===== config.mk =====
export PLATFORM = sky130hd
export DESIGN_NAME = shield_scheduler
export DESIGN_NICKNAME = d
export VERILOG_FILES = /design/src/rtl/shield_scheduler_pkg.sv /design/src/rtl/shield_scheduler_frame_counter.sv /design/src/rtl/shield_scheduler.sv
export SDC_FILE = /design/constraint.sdc
export NUM_CORES = 1
export LEC_CHECK = 0
export CORE_MARGIN = 1.5
export CORE_UTILIZATION = 50
export DETAILED_ROUTE_END_ITERATION = 7
export PLACE_DENSITY = 0.82
export SETUP_SLACK_MARGIN = 0.1
export SYNTH_ARGS = -nofsm -noshare
export SYNTH_HDL_FRONTEND = slang
export SYNTH_SLANG_ARGS = --single-unit

===== constraint.sdc =====
create_clock -name clk -period 4.32 [get_ports clk]
set_input_delay 0.432 -clock clk [delete_from_list [all_inputs] [get_ports clk]]
set_output_delay 0.432 -clock clk [all_outputs]
set_load 0.01 [all_outputs]

===== src/rtl/shield_scheduler_pkg.sv =====
// shield_pkg: FSM states, slot table and counter width shared by the shield scheduler.
package shield_pkg;
   typedef enum logic [1:0] {IDLE, COOLDOWN, VISIBLE, ACTIVE} shield_state_t;
   typedef logic [1:0] slot_t;
   localparam int CNT_W = 16;
   localparam logic [10:0] SLOT_X [4] = '{11'd300, 11'd700, 11'd150, 11'd900};
   localparam logic [10:0] SLOT_Y [4] = '{11'd200, 11'd450, 11'd600, 11'd150};
endpackage


===== src/rtl/shield_scheduler_frame_counter.sv =====
// frame_counter: loadable frame down-counter; done pulses on a tick while the count is 1.
module frame_counter
   import shield_pkg::*;
#(
   parameter int W = CNT_W
) (
   input  logic         clk,
   input  logic         rst,
   input  logic         tick,
   input  logic         load,
   input  logic [W-1:0] load_val,
   output logic         done,
   output logic [W-1:0] cnt_d
);
   logic [W-1:0] cnt_q;
   always_comb begin
      done  = tick && cnt_q == W'(1);
      cnt_d = load ? load_val : (tick && cnt_q > W'(1)) ? cnt_q - W'(1) : cnt_q;
   end
   always_ff @(posedge clk) begin
      if (rst) cnt_q <= '0;
      else     cnt_q <= cnt_d;
   end
endmodule


===== src/rtl/shield_scheduler.sv =====
// shield_scheduler: respawn delay, pickup spawn, shield grant and loss per game round.
// Define SHIELD_TIMEOUT_EN to expire the shield after SHIELD_FRAMES frames.
module shield_scheduler
   import shield_pkg::*;
#(
   parameter int OFFSET         = 64,
   parameter int RESPAWN_FRAMES = 180,
   parameter int SHIELD_FRAMES  = 240
) (
   input  logic        clk,
   input  logic        rst,
   input  logic        start_game,
   input  logic        frame_tick,
   input  logic [9:0]  hit,
   input  logic [10:0] xpos_donkey,
   input  logic [10:0] ypos_donkey,
   output logic        shield_visible,
   output logic [10:0] xpos_shield,
   output logic [10:0] ypos_shield,
   output logic        is_shielded,
   output logic [7:0]  shield_frames_left
);
   shield_state_t state_q, state_d;
   slot_t slot_q, slot_d;
   logic load, tick_en, done, in_box;
   logic [CNT_W-1:0] load_val, cnt_d;
   logic vis_q, vis_d, shd_q, shd_d;
   logic [10:0] xs_q, xs_d, ys_q, ys_d;

   frame_counter #(.W(CNT_W)) u_cnt (
      .clk(clk), .rst(rst), .tick(tick_en), .load(load),
      .load_val(load_val), .done(done), .cnt_d(cnt_d)
   );

   // 12-bit compare so slot origin + OFFSET cannot wrap
   assign in_box = {1'b0, SLOT_X[slot_q]} <= {1'b0, xpos_donkey}
                && {1'b0, xpos_donkey} < {1'b0, SLOT_X[slot_q]} + 12'(OFFSET)
                && {1'b0, SLOT_Y[slot_q]} <= {1'b0, ypos_donkey}
                && {1'b0, ypos_donkey} < {1'b0, SLOT_Y[slot_q]} + 12'(OFFSET);

   always_comb begin
      state_d  = state_q;
      slot_d   = slot_q;
      load     = 1'b0;
      load_val = '0;
      tick_en  = 1'b0;
      if (!start_game) begin
         state_d = IDLE;
         slot_d  = '0;
         load    = 1'b1;
      end else begin
         unique case (state_q)
            IDLE: begin
               state_d  = COOLDOWN;
               load     = 1'b1;
               load_val = CNT_W'(RESPAWN_FRAMES);
            end
            COOLDOWN: begin
               tick_en = frame_tick;
               if (done) state_d = VISIBLE;
            end
            VISIBLE: begin
               if (in_box) begin
                  state_d  = ACTIVE;
                  slot_d   = slot_q + 2'd1;
                  load     = 1'b1;
                  load_val = CNT_W'(SHIELD_FRAMES);
               end
            end
            ACTIVE: begin
`ifdef SHIELD_TIMEOUT_EN
               tick_en = frame_tick;
`endif
               if (|hit || done) begin
                  state_d  = COOLDOWN;
                  load     = 1'b1;
                  load_val = CNT_W'(RESPAWN_FRAMES);
               end
            end
            default: state_d = IDLE;
         endcase
      end
      vis_d = state_d == VISIBLE;
      shd_d = state_d == ACTIVE;
      xs_d  = state_d == IDLE ? 11'd0 : SLOT_X[slot_d];
      ys_d  = state_d == IDLE ? 11'd0 : SLOT_Y[slot_d];
   end

   always_ff @(posedge clk) begin
      if (rst) begin
         state_q <= IDLE;
         slot_q  <= '0;
         vis_q   <= 1'b0;
         shd_q   <= 1'b0;
         xs_q    <= '0;
         ys_q    <= '0;
      end else begin
         state_q <= state_d;
         slot_q  <= slot_d;
         vis_q   <= vis_d;
         shd_q   <= shd_d;
         xs_q    <= xs_d;
         ys_q    <= ys_d;
      end
   end

`ifdef SHIELD_TIMEOUT_EN
   logic [7:0] left_q, left_d;
   assign left_d = !shd_d ? 8'd0 : (cnt_d > CNT_W'(255)) ? 8'd255 : cnt_d[7:0];
   always_ff @(posedge clk) begin
      if (rst) left_q <= '0;
      else     left_q <= left_d;
   end
   assign shield_frames_left = left_q;
`else
   logic unused_cnt;
   assign unused_cnt = ^cnt_d;
   assign shield_frames_left = 8'd0;
`endif

   assign shield_visible = vis_q;
   assign is_shielded    = shd_q;
   assign xpos_shield    = xs_q;
   assign ypos_shield    = ys_q;
endmodule

# Yosys cells after proc, flatten, opt, wreduce, memory -nomap -nowiden
# Index checks and enable logic that the tools add are counted.
[word_totals]
elab_cells = 69
output_inout_bits = 32
regBits = 44
[op_classes]
n_reduce_logical = 11
bitwise_logic = 2
n_addsub = 4
eq_ne = 6
mux = 32
magnitude_cmp = 7
[ops]
columns = ["operator", "count"]
rows = [
  ["11-bit binary-select mux with 2-bit select", 4],
  ["11-bit two-way mux", 8],
  ["16-bit two-way mux", 2],
  ["11-bit by 7-bit adder with 12-bit output, second input constant", 2],
  ["11-bit by 12-bit less-than comparator with 1-bit output", 2],
  ["8-bit two-way mux", 3],
  ["8-bit case mux with 3 select lines", 1],
  ["11-bit less-or-equal comparator", 2],
  ["16-bit by 1-bit == test with 1-bit output, second input constant", 1],
  ["16-bit by 1-bit greater-than comparator with 1-bit output, second input constant", 1],
  ["16-bit by 1-bit subtractor with 16-bit output, second input constant", 1],
  ["2-bit two-way mux", 7],
  ["10-bit OR reduction", 1],
  ["2-bit == test, second input constant", 4],
  ["2-bit case mux with 4 select lines", 1],
  ["3-bit >= comparator, second input constant", 2],
  ["2-bit NOT with 3-bit output", 2],
  ["1-bit logical AND", 5],
  ["1-bit two-way mux", 5],
  ["2-bit zero test", 2],
  ["1-bit case mux with 3 select lines", 1],
  ["2-bit by 1-bit adder with 2-bit output, second input constant", 1],
  ["2-bit by 1-bit == test with 1-bit output, second input constant", 1],
  ["2-bit nonzero test", 1],
  ["2 further kinds", 2],
]

# Longest topological paths before layout
# Gate-level depths: netlist of run 1.
[logic_depth]
ltp_word = 16
mapped_depth = 15

# Hierarchy
# Synthesis of run 1 repeated with hierarchy kept, for this count alone.
[hier_totals]
cells_unflattened = 365
hier_area_um2 = 3011.6
[by_module_without_submodules]
columns = ["mod", "n_inst", "area_each_um2", "cells_each"]
rows = [
  ["shield_scheduler", 1, 1774.2, 207],
  ["frame_counter", 1, 1237.4, 158],
]

# Least setup slack after synthesis of run 1
# No wires, ideal clock.
[synth_path]
path_kind = "register to register"
startpoint = "reg slot_q[0]"
endpoint = "reg xs_q[4], in the netlist xpos_shield[4]"
stages_incl_launch_ff = 14
t_arrival_ns = 3.289
path_buffers = 1
period_less_slack_ns = 3.404
path_slack_ns = 0.916
path_cell_list = "dfxtp_1 > inv_1 > ha_1 > or2_2 > ha_1 > nand4b_1 > nor4_1 > a21oi_1 > a311o_1 > nor2_4 > buf_4 > mux2i_1 > ha_1 > and2_1"
[synth_between]
elab_chain_cells = 16
elab_cells_between_ends = 29
[synth_lines]
columns = ["element", "line", "rtl"]
rows = [
  ["start, declared", "shield_scheduler.sv:24", "slot_t slot_q, slot_d;"],
  ["start signal, assigned", "shield_scheduler.sv:99", "slot_q <= slot_d;"],
  ["2-bit NOT with 3-bit output (implied by the code)", "n/a", ""],
  ["11-bit binary-select mux with 2-bit select", "shield_scheduler.sv:36, shield_scheduler.sv:37", ""],
  ["11-bit two-way mux (implied by the code) (2 in a row)", "shield_scheduler.sv:36, shield_scheduler.sv:37", ""],
  ["11-bit by 7-bit adder with 12-bit output", "shield_scheduler.sv:37", "&& {1'b0, xpos_donkey} < {1'b0, SLOT_X[slot_q]} + 12'(OFFSET)"],
  ["11-bit by 12-bit less-than comparator with 1-bit output", "shield_scheduler.sv:37", ""],
  ["1-bit logical AND", "shield_scheduler.sv:37", ""],
  ["1-bit logical AND", "shield_scheduler.sv:38", "&& {1'b0, SLOT_Y[slot_q]} <= {1'b0, ypos_donkey}"],
  ["1-bit logical AND", "shield_scheduler.sv:39", "&& {1'b0, ypos_donkey} < {1'b0, SLOT_Y[slot_q]} + 12'(OFFSET);"],
  ["2-bit two-way mux", "shield_scheduler.sv:63", "if (in_box) begin"],
  ["2-bit two-way mux", "shield_scheduler.sv:52", "unique case (state_q)"],
  ["2-bit two-way mux", "shield_scheduler.sv:47", "if (!start_game) begin"],
  ["2-bit NOT with 3-bit output (implied by the code)", "shield_scheduler.sv:85", "xs_d = state_d == IDLE ? 11'd0 : SLOT_X[slot_d];"],
  ["11-bit binary-select mux with 2-bit select", "shield_scheduler.sv:85", ""],
  ["11-bit two-way mux (implied by the code) (2 in a row)", "shield_scheduler.sv:85", ""],
  ["end signal, assigned", "shield_scheduler.sv:102", "xs_q <= xs_d;"],
  ["end, declared", "shield_scheduler.sv:28", "logic [10:0] xs_q, xs_d, ys_q, ys_d;"],
]
# Several ways; a longest one is shown, not always the timed one. The select of a mux whose other input is x is not followed.
# A chain may end at the register's enable or synchronous reset.

# Final worst setup path of run 1
# Ends and elaborated chain as after synthesis.

==> results.py, run 1 <==
metrics = {
    "sta": {
        "fin_crit_sh_pct": 87.7,
        "setup_viol": 0,
        "finalClockSkew_ps": 6.37,
        "tns_ps": 0,
        "max_freq_ghz": 0.264,
        "hold_viol_final": 0,
        "tightest_slew_ps": 1020,
        "maxSlewHeadroom_pct": 30.6,
        "grt_setup_unrepaired": "false",
        "min_period_ps": 3790,
        "final-max-slew-violation-count": 0,
    },
    "power_and_ir_drop": {
        "power_w": 0.000695,
        "peakVddDrop_mv": 0.162,
        "leakagePower_nw": 1.42,
        "power_density_nw_per_um2": 215,
    },
    "clock_tree": {
        "numCtsBuffers": 5,
        "post_cts_buffers": 0,
        "clk_pin_slew_ps": 70,
        "cts_max_level": 2,
        "clock_latency_ps": 290,
        "cts_tree": "yes",
        "cts-resized-gates": 0,
        "hold_buffers": 0,
        "clockRootBuffer": "clkbuf_8",
        "clockBufferDepth": 2,
        "clock-sinks": 35,
    },
    "final_layout": {
        "area_delta_synth_final_pct": 22.4,
        "multi_input_comb_area_sq_um": 1680,
        "n_antenna_cell": 0,
        "drive_above_1_share_pct": 6.02,
        "fin_nets": 429,
        "stdcell_count": 419,
        "n_fill_cell": 458,
        "seqCellArea_sq_um": 701,
        "fin_util_pct": 63.3,
    },
    "detailed_routing": {
        "num_vias": 2221,
        "wire_per_inst_um": 13.9,
        "first_iter_violations": 107,
        "drtPass1Iterations": 4,
        "viasPerCell": 5.30,
        "drt_wl_total_um": 5840,
        "drc": 0,
        "postRouteAntennaNets": 0,
    },
    "floorplanning": {
        "start_util_pct": 51.7,
        "die_h_um": 75.7,
        "die_w_um": 75.7,
        "ioPinCount": 68,
        "coreArea_sq_um": 5110,
        "rows": 26,
        "die_area_sq_um": 5730,
    },
    "synthesis": {
        "synth_top_area_cell": "dfxtp_1",
        "syn-instance-count": 299,
        "synth-seq-area-share_pct": 26.5,
        "synth_area_leaders": "dfxtp_1 (27%), ha_1 (21%), buf_4 (5.1%)",
        "ys.flop_type": "dfxtp_1",
        "synth_warnings": 0,
        "ys_types": 62,
        "synth-edff-count": 0,
        "synth_top_area_share_pct": 26.5,
        "async_flop_share_pct": 0,
        "synth.avg_cell_area_sq_um": 8.83,
        "synth_seq_cells": 35,
        "syn_area_sq_um": 2640,
    },
    "global_route": {
        "antenna_found_initial": 0,
        "grt_max_degree": 23,
        "gr-total-overflow": 0,
        "grtUsageTotal_pct": 22.0,
        "grt_pass1_vias": 2174,
        "grt_pass1_wl_um": 9580,
    },
    "status": {
        "status": "complete, no violations",
    },
    "setup_path": {
        "path_max_fanout": 9,
        "slowest_stage": "dfxtp_1",
        "crit_chain": "inv_1, ha_1, inv_1, ha_1, nand3_1, ha_1, nor4b_2, o211ai_1, or3_1, a311o_1, nor2_4, mux2i_1, ha_1, and2_1",
        "critical_path_arrival_ps": 3980,
        "cp_slowest_stage_delay_ps": 520,
        "critPathLaunchType": "flop",
        "worst-path-buf-inv": 2,
        "reg2reg_slack_ps": 530,
        "worstReg2RegStart": "slot_q[0]$_SDFF_PP0_",
        "required_ps": 4510,
        "crit_family": "simple AND/OR/NAND/NOR gates",
        "cp-end-kind": "flop",
        "path_depth": 14,
        "r2r_end": "xpos_shield[4]$_SDFF_PP0_",
        "setup.worst_path.class": "reg -> reg",
        "rr_worst_depth": 14,
        "crit_path_frequent_cell": "ha_1",
    },
    "flow_run": {
        "drv_cap": 0,
    },
    "placement": {
        "placed_cells": 412,
        "place_congestion": 0.829,
        "hpwl_um": 4500,
        "io_buffers": 53,
    },
    "min_path": {
        "whs_path_depth": 1,
        "hp-start": "u_cnt.cnt_q[7]$_SDFFE_PP0P_",
        "hold_class": "reg -> reg",
        "hold_end": "u_cnt.cnt_q[7]$_SDFFE_PP0P_",
    },
}
## cells in the mapped netlist, types with 2 or more instances
master / number
ha_1: 44
and2_1: 4
nand3_1: 10
or3_1: 3
a31oi_1: 2
or2_2: 2
nand2_1: 10
xnor2_1: 3
and3_1: 3
nor3_1: 6
nor4_1: 13
or4_1: 2
o31ai_1: 5
a21o_1: 4
mux2i_1: 4
xor2_1: 9
nand4b_1: 3
o311a_1: 2
buf_4: 18
nand3b_1: 4
nor2_1: 13
a21oi_1: 14
nand2b_1: 3
clkbuf_1: 4
o21a_1: 5
dfxtp_1: 35
o21ai_0: 2
inv_1: 36
o21ai_1: 3
## cells by family after synthesis
family / Yosys count / share of synthesized area (%)
compound gates: 51 / 14.0
xor+xnor: 12 / 3.98
fa+ha+maj: 44 / 20.9
buf+inv: 61 / 11.6
flops: 35 / 26.5
mux: 6 / 2.46
other cells: 1 / 0.142
simple gates: 89 / 20.4
## where the power goes
part,total (W),switching [W],internal [W],leakage [nW]
clock,0.000229,0.000119,0.000110,0.0440
sequential,0.000334,0.00000503,0.000329,0.285
combinational,0.000132,0.0000652,0.0000665,1.09
## state kept, by name, indices dropped and copies added (netlist names)
signal / cells
u_cnt.cnt_q: 16
ypos_shield: 7
xpos_shield: 6
slot_q: 2
state_q: 2
is_shielded: 1
shield_visible: 1
## worst max-delay path by stage
stage | startpoint | endpoint | slack, ps
2_1_floorplan | slot_q[0]$_SDFF_PP0_ | xpos_shield[4]$_SDFF_PP0_ | 920
3_3_place_gp | slot_q[0]$_SDFF_PP0_ | xpos_shield[4]$_SDFF_PP0_ | 680
3_5_place_dp | slot_q[0]$_SDFF_PP0_ | xpos_shield[4]$_SDFF_PP0_ | 540
4_1_cts | slot_q[0]$_SDFF_PP0_ | xpos_shield[4]$_SDFF_PP0_ | 550
5_1_grt | slot_q[0]$_SDFF_PP0_ | xpos_shield[4]$_SDFF_PP0_ | 260
6_report | slot_q[0]$_SDFF_PP0_ | xpos_shield[4]$_SDFF_PP0_ | 530
## area by class of cell
type	instances	share of cell area, %
Inverter	37	4.30
Multi-Input combinational cell	216	52.1
Clock buffer	5	2.13
Sequential cell	35	21.7
Timing Repair Buffer	54	16.7
Tap cell	70	2.71
Clock inverter	2	0.426
## routing by layer
metal  share of wire (%)  global-route usage, %  routed length (um)
met1                  46                   27.9                2710
met2                  46                   37.7                2710
met3                 6.2                   5.69                 360
met4                0.94                   4.96                  55
met5                   0                      0                   0
## stage by stage
step                worst slack (ps)  hold slack [ps]  area, sq um
detailed placement               544              528         3150
global placement                 675              517         3150
finish                           533              540         3230
floorplan                        916              495         2690
global route                     256              586         3230
CTS                              552              546         3230
## placed cells by master, fill, tap and decap left out, drive strengths merged, types with 3 or more instances in the layout
| cell type | n |
|---|---|
| a21o | 4 |
| a21oi | 14 |
| and2 | 4 |
| and3 | 3 |
| clkbuf | 5 |
| clkdlybuf4s50 | 53 |
| clkinv | 3 |
| conb | 14 |
| dfxtp | 35 |
| ha | 44 |
| inv | 36 |
| mux2i | 5 |
| nand2 | 10 |
| nand2b | 3 |
| nand3 | 10 |
| nand3b | 4 |
| nand4b | 3 |
| nor2 | 14 |
| nor3 | 7 |
| nor4 | 13 |
| o21a | 5 |
| o21ai | 5 |
| o31ai | 5 |
| or2 | 3 |
| or3 | 4 |
| or4 | 3 |
| xnor2 | 3 |
| xor2 | 9 |
## worst register-to-register path: stages, from the launching register on
cell      delay (ps)
dfxtp_1          520
inv_1            210
ha_1             240
inv_1             90
ha_1             180
nand3_1           80
ha_1             200
nor4b_2          240
o211ai_1         130
or3_1            380
a311o_1          430
nor2_4           230
mux2i_1          350
ha_1             290
and2_1           130
(Power assumes the default switching activity.)
==> run 2: changes to the inputs <==
--- a/config.mk
+++ b/config.mk
@@ -6,9 +6,9 @@
 export NUM_CORES = 1
 export LEC_CHECK = 0
 export CORE_MARGIN = 1.5
-export CORE_UTILIZATION = 50
+export CORE_UTILIZATION = 48
 export DETAILED_ROUTE_END_ITERATION = 7
-export PLACE_DENSITY = 0.82
+export PLACE_DENSITY = 0.79
 export SETUP_SLACK_MARGIN = 0.1
 export SYNTH_ARGS = -nofsm -noshare
 export SYNTH_HDL_FRONTEND = slang
==> constraint.sdc (replaced) <==
create_clock -name clk -period 4.8 [get_ports clk]
set_input_delay 0.48 -clock clk [delete_from_list [all_inputs] [get_ports clk]]
set_output_delay 0.48 -clock clk [all_outputs]
set_load 0.01 [all_outputs]
==> run 2 against run 1 <==
Net effect:
- design area up 0.39%
- worst setup slack better by 330 ps
- die area up 4.0%
- combinational power down 9.8%
- final cell count down 0.24%
- critical path depth unchanged
- clock skew up 3.1 ps
- fmax down 3.8%
- count of clock-buffer cells in the layout up 1
- register-to-register slack better by 330 ps
- core utilization down 0.95 points
- critical path type unchanged
- largest cell class unchanged
- largest power group unchanged
==> results.py, run 2 (synthesized netlist as in run 1, its figures left out) <==
metrics = {
    "global_route": {
        "use_met2_pct": 33.3,
        "globalRouteMet3Util_pct": 4.29,
        "grtUsageTotal_pct": 20.5,
        "grt_pass1_vias": 2161,
        "grt_pass1_wl_um": 9900,
        "gr-usage-met1_pct": 27.5,
        "gr-total-overflow": 0,
        "antenna_found_initial": 0,
        "top_usage_layer": "met2",
        "grt_max_degree": 23,
    },
    "clock_tree": {
        "clock-sinks": 35,
        "cts-resized-gates": 0,
        "cts_tree": "yes",
        "clockRootBuffer": "clkbuf_8",
        "numCtsBuffers": 5,
        "cts_max_level": 2,
        "clock_latency_ps": 280,
        "clk_pin_slew_ps": 70,
        "post_cts_buffers": 0,
        "hold_buffers": 0,
        "clockBufferDepth": 2,
    },
    "floorplanning": {
        "start_util_pct": 50.7,
        "die_w_um": 77.2,
        "die_area_sq_um": 5950,
        "ioPinCount": 68,
        "die_h_um": 77.2,
        "rows": 26,
        "coreArea_sq_um": 5200,
    },
    "detailed_routing": {
        "postRouteAntennaNets": 0,
        "drtPass1Iterations": 4,
        "drc": 0,
        "viasPerCell": 5.29,
        "drt_wl_total_um": 5800,
        "wire_per_inst_um": 13.9,
        "first_iter_violations": 114,
        "num_vias": 2212,
    },
    "power_and_ir_drop": {
        "power_density_nw_per_um2": 206,
        "peakVddDrop_mv": 0.193,
        "seqPwrFrac_pct": 45.0,
        "power_frac_comb_pct": 17.7,
        "p_sw_w": 0.000160,
        "swShare_pct": 24.0,
        "leakagePower_nw": 1.42,
        "clock_power_share_pct": 37.2,
        "intPower_w": 0.000508,
    },
    "sta": {
        "fin_crit_sh_pct": 82.0,
        "max_freq_ghz": 0.254,
        "final-max-slew-violation-count": 0,
        "hold_viol_final": 0,
        "whs_ps": 562,
        "finalClockSkew_ps": 9.46,
        "min_period_ps": 3940,
        "setup_viol": 0,
        "grt_setup_unrepaired": "false",
        "tightest_slew_ps": 1010,
        "maxSlewHeadroom_pct": 31.6,
        "tns_ps": 0,
    },
    "setup_path": {
        "critPathLaunchType": "flop",
        "setup.worst_path.class": "reg -> reg",
        "required_ps": 4980,
        "critical_path_arrival_ps": 4110,
        "path_max_fanout": 18,
        "cp-end-kind": "flop",
    },
    "final_layout": {
        "area_delta_synth_final_pct": 22.8,
        "layout_commonest_cell": "clkdlybuf4s50_1",
        "final_cell_area_sq_um": 3240,
        "regMostFlops": "u_cnt.cnt_q",
        "fin_util_pct": 62.3,
        "fin_nets": 428,
        "largest_reg_flops": 16,
        "layout_common_cells": "clkdlybuf4s50_1 (53), ha_1 (44), inv_1 (36)",
        "stdcell_count": 418,
        "n_antenna_cell": 0,
        "drive_above_1_share_pct": 5.46,
    },
    "placement": {
        "placed_cells": 411,
        "hpwl_um": 4500,
        "place_congestion": 0.859,
        "placed_cell_area_sq_um": 3140,
        "io_buffers": 53,
    },
    "status": {
        "status": "complete, no violations",
    },
    "flow_run": {
        "drv_cap": 0,
    },
    "min_path": {
        "hold_class": "reg -> reg",
    },
}
[run 2: worst max-delay path, stage by stage, from the launching register on]
cell and delay (ps):
dfxtp_1 520, inv_1 200, ha_1 240, inv_1 80
ha_1 160, nand3_1 90, ha_1 200, nor4b_2 240
o211ai_1 120, or3_1 370, a311o_1 410, nor2_4 400
mux2i_1 360, ha_1 290, and2_1 140
[run 2: layout make-up]
class / count / area (sq um)
clock buffers: 6 / 72.6
fillers: 451 / 1960
inverters: 37 / 139
well taps: 70 / 87.6
flip-flops and latches: 35 / 701
multi-input cells: 216 / 1680
clock inverters: 1 / 30.0
repair buffers: 53 / 531
[run 2: per-layer routing]
layer,vias to the layer above,share of wire [%]
met5,-,0
met4,0,0.76
met3,4,5.8
met2,73,46
met1,1010,48
li1,1125,-
[run 2: path summary, 6_finish.rpt]
| kind | from | cells past startpoint | slack, ps | end |
|---|---|---|---|---|
| worst min-delay path | u_cnt.cnt_q[4]$_SDFFE_PP0P_ | 1 | 560 | u_cnt.cnt_q[4]$_SDFFE_PP0P_ |
| worst max-delay path | slot_q[0]$_SDFF_PP0_ | 14 | 860 | xpos_shield[4]$_SDFF_PP0_ |
| worst min register to register | u_cnt.cnt_q[4]$_SDFFE_PP0P_ | 1 | 560 | u_cnt.cnt_q[4]$_SDFFE_PP0P_ |
| worst max register to register | slot_q[0]$_SDFF_PP0_ | 14 | 860 | xpos_shield[4]$_SDFF_PP0_ |
[run 2: power groups by stage]
stage	clock network, W	logic (W)	registers (W)
finish	0.000249	0.000119	0.000301
global route	0.000267	0.000132	0.000302
CTS	0.000252	0.000118	0.000301
detailed placement	0	0.000117	0.000308
global placement	0	0.000115	0.000308
floorplan	0	0.0000728	0.000308
[run 2: stage by stage]
step                      setup slack (ps)  power (W)
after global placement                 972   0.000423
final                                  865   0.000669
after detailed placement               850   0.000425
after CTS                              840   0.000672
after floorplan                       1400   0.000381
after global routing                   551   0.000700
==> run 3: changes to the inputs <==
==> constraint.sdc (replaced) <==
create_clock -name clk -period 3.99 [get_ports clk]
set_input_delay 0.399 -clock clk [delete_from_list [all_inputs] [get_ports clk]]
set_output_delay 0.399 -clock clk [all_outputs]
set_load 0.01 [all_outputs]
==> run 3 against run 2 <==
Net effect:
- count of clock-buffer cells in the layout is the same
- critical path depth shrank 2
- wire length grew 1.2%
- worst setup slack lost 400 ps
- clock skew shrank 2.8 ps
- critical path type unchanged
- via count shrank 0.18%
- die area is the same
- sequential power grew 20%
- design area is essentially flat
- total power grew 14%
- highest routed layer unchanged
==> results.py, run 3 (synthesized netlist as in run 1, its figures left out) <==
metrics = {
    "sta": {
        "min_period_ps": 3520,
        "tns_ps": 0,
        "tightest_slew_ps": 989,
        "final-max-slew-violation-count": 0,
        "fin_crit_sh_pct": 88.3,
        "maxSlewHeadroom_pct": 32.7,
        "finalClockSkew_ps": 6.66,
        "fin_ws_ps": 465,
        "hold_viol_final": 0,
        "setup_viol": 0,
        "grt_setup_unrepaired": "false",
        "max_freq_ghz": 0.284,
    },
    "status": {
        "status": "complete, no violations",
    },
    "setup_path": {
        "critical_path_arrival_ps": 3710,
        "required_ps": 4170,
        "critPathLaunchType": "flop",
        "crit_family": "adder cells",
        "path_max_fanout": 8,
        "slowest_stage": "a311o_1",
        "cp-end-kind": "flop",
        "crit_path_frequent_cell": "ha_1",
        "cp_slowest_stage_delay_ps": 430,
        "worst-path-buf-inv": 2,
        "crit_chain": "inv_1, ha_1, inv_1, ha_1, a21oi_1, o211ai_1, or3_1, a311o_1, nor2_4, mux2i_1, ha_1, and2_1",
        "setup.worst_path.class": "reg -> reg",
    },
    "clock_tree": {
        "clockRootBuffer": "clkbuf_8",
        "clockBufferDepth": 2,
        "clk_pin_slew_ps": 70,
        "cts_tree": "yes",
        "clock_latency_ps": 290,
        "clock-sinks": 35,
        "post_cts_buffers": 0,
        "hold_buffers": 0,
        "numCtsBuffers": 5,
        "cts-resized-gates": 0,
        "cts_max_level": 2,
    },
    "power_and_ir_drop": {
        "power_density_nw_per_um2": 235,
        "peakVddDrop_mv": 0.224,
        "leakagePower_nw": 1.43,
    },
    "global_route": {
        "grt_pass1_wl_um": 9890,
        "grt_pass1_vias": 2030,
        "globalRouteMet3Util_pct": 4.17,
        "gr-total-overflow": 0,
        "grtUsageTotal_pct": 21.0,
        "grt_max_degree": 22,
        "antenna_found_initial": 0,
        "use_met2_pct": 30.7,
        "top_usage_layer": "met2",
        "gr-usage-met1_pct": 30.1,
    },
    "floorplanning": {
        "die_h_um": 77.2,
        "ioPinCount": 68,
        "die_area_sq_um": 5950,
        "start_util_pct": 50.7,
        "rows": 26,
        "coreArea_sq_um": 5200,
        "die_w_um": 77.2,
    },
    "placement": {
        "io_buffers": 53,
        "place_congestion": 0.799,
        "pre_cts_ws_ps": 344,
        "hpwl_um": 4460,
    },
    "detailed_routing": {
        "drt_wl_total_um": 5870,
        "drc": 0,
        "postRouteAntennaNets": 0,
        "first_iter_violations": 146,
        "drtPass1Iterations": 4,
        "num_vias": 2208,
        "wire_per_inst_um": 14.0,
        "viasPerCell": 5.26,
    },
    "final_layout": {
        "area_delta_synth_final_pct": 22.9,
        "layout_common_cells": "clkdlybuf4s50_1 (53), ha_1 (44), inv_1 (36)",
        "layout_commonest_cell": "clkdlybuf4s50_1",
        "drive_above_1_share_pct": 6.86,
        "largest_reg_flops": 16,
        "n_antenna_cell": 0,
        "regMostFlops": "u_cnt.cnt_q",
        "fin_nets": 430,
        "n_fill_cell": 443,
    },
    "min_path": {
        "hold_class": "reg -> reg",
    },
    "flow_run": {
        "drv_cap": 0,
    },
}
run 3: cell types whose count changed in the layout (fill, tap and decap cells not counted):
cell	previous run	this run
buf_4	0	2
clkinv_2	0	1
dfxtp_2	0	2
bufinv_16	1	0
clkbuf_8	5	6
clkbuf_1	1	0
dfxtp_1	35	33
run 3: layout make-up:
cell class                      instances  area, sq um  area share [%]
Tap cell                               70         87.6            2.70
Multi-Input combinational cell        216         1680            51.9
Timing Repair Buffer                   55          546            16.8
Clock buffer                            6         82.6            2.54
Clock inverter                          1         5.00           0.154
Sequential cell                        35          703            21.7
Inverter                               37          139            4.28
run 3: path summary, 6_finish.rpt:
kind                                     from                           to  slack (ps)  depth (start not counted)
setup / recovery         slot_q[0]$_SDFF_PP0_    xpos_shield[4]$_SDFF_PP0_         470                         12
hold / removal    u_cnt.cnt_q[4]$_SDFFE_PP0P_  u_cnt.cnt_q[4]$_SDFFE_PP0P_         540                          1
setup reg to reg         slot_q[0]$_SDFF_PP0_    xpos_shield[4]$_SDFF_PP0_         470                         12
hold reg to reg   u_cnt.cnt_q[4]$_SDFFE_PP0P_  u_cnt.cnt_q[4]$_SDFFE_PP0P_         540                          1
run 3: worst reg2reg max path, stage by stage, from the launching register on:
cell and delay, ps:
dfxtp_2 420, inv_1 150, ha_1 380, inv_1 170
ha_1 270, a21oi_1 150, o211ai_1 120, or3_1 390
a311o_1 430, nor2_4 150, mux2i_1 360, ha_1 310
and2_1 140
run 3: power breakdown:
part / switching [W] / internal [W] / total, W
Combinational: 0.0000705 / 0.0000726 / 0.000143
Clock: 0.000123 / 0.000135 / 0.000258
Sequential: 0.00000558 / 0.000357 / 0.000362
run 3: per-stage QoR:
stage,cells,hold WS (ps),cell area [sq um],total power (W),util (%)
floorplan,312,495,2690,0.000458,-
detailed placement,413,530,3160,0.000511,60.6
finish,420,537,3250,0.000764,62.4
global route,420,573,3250,0.000803,62.4
CTS,420,546,3240,0.000769,62.3
global placement,413,514,3160,0.000509,60.6
run 3: metal layers:
metal	up-vias	wire, um
met2	59	2500
li1	1117	-
met3	7	268
met5	-	0
met1	1025	3020
met4	0	78
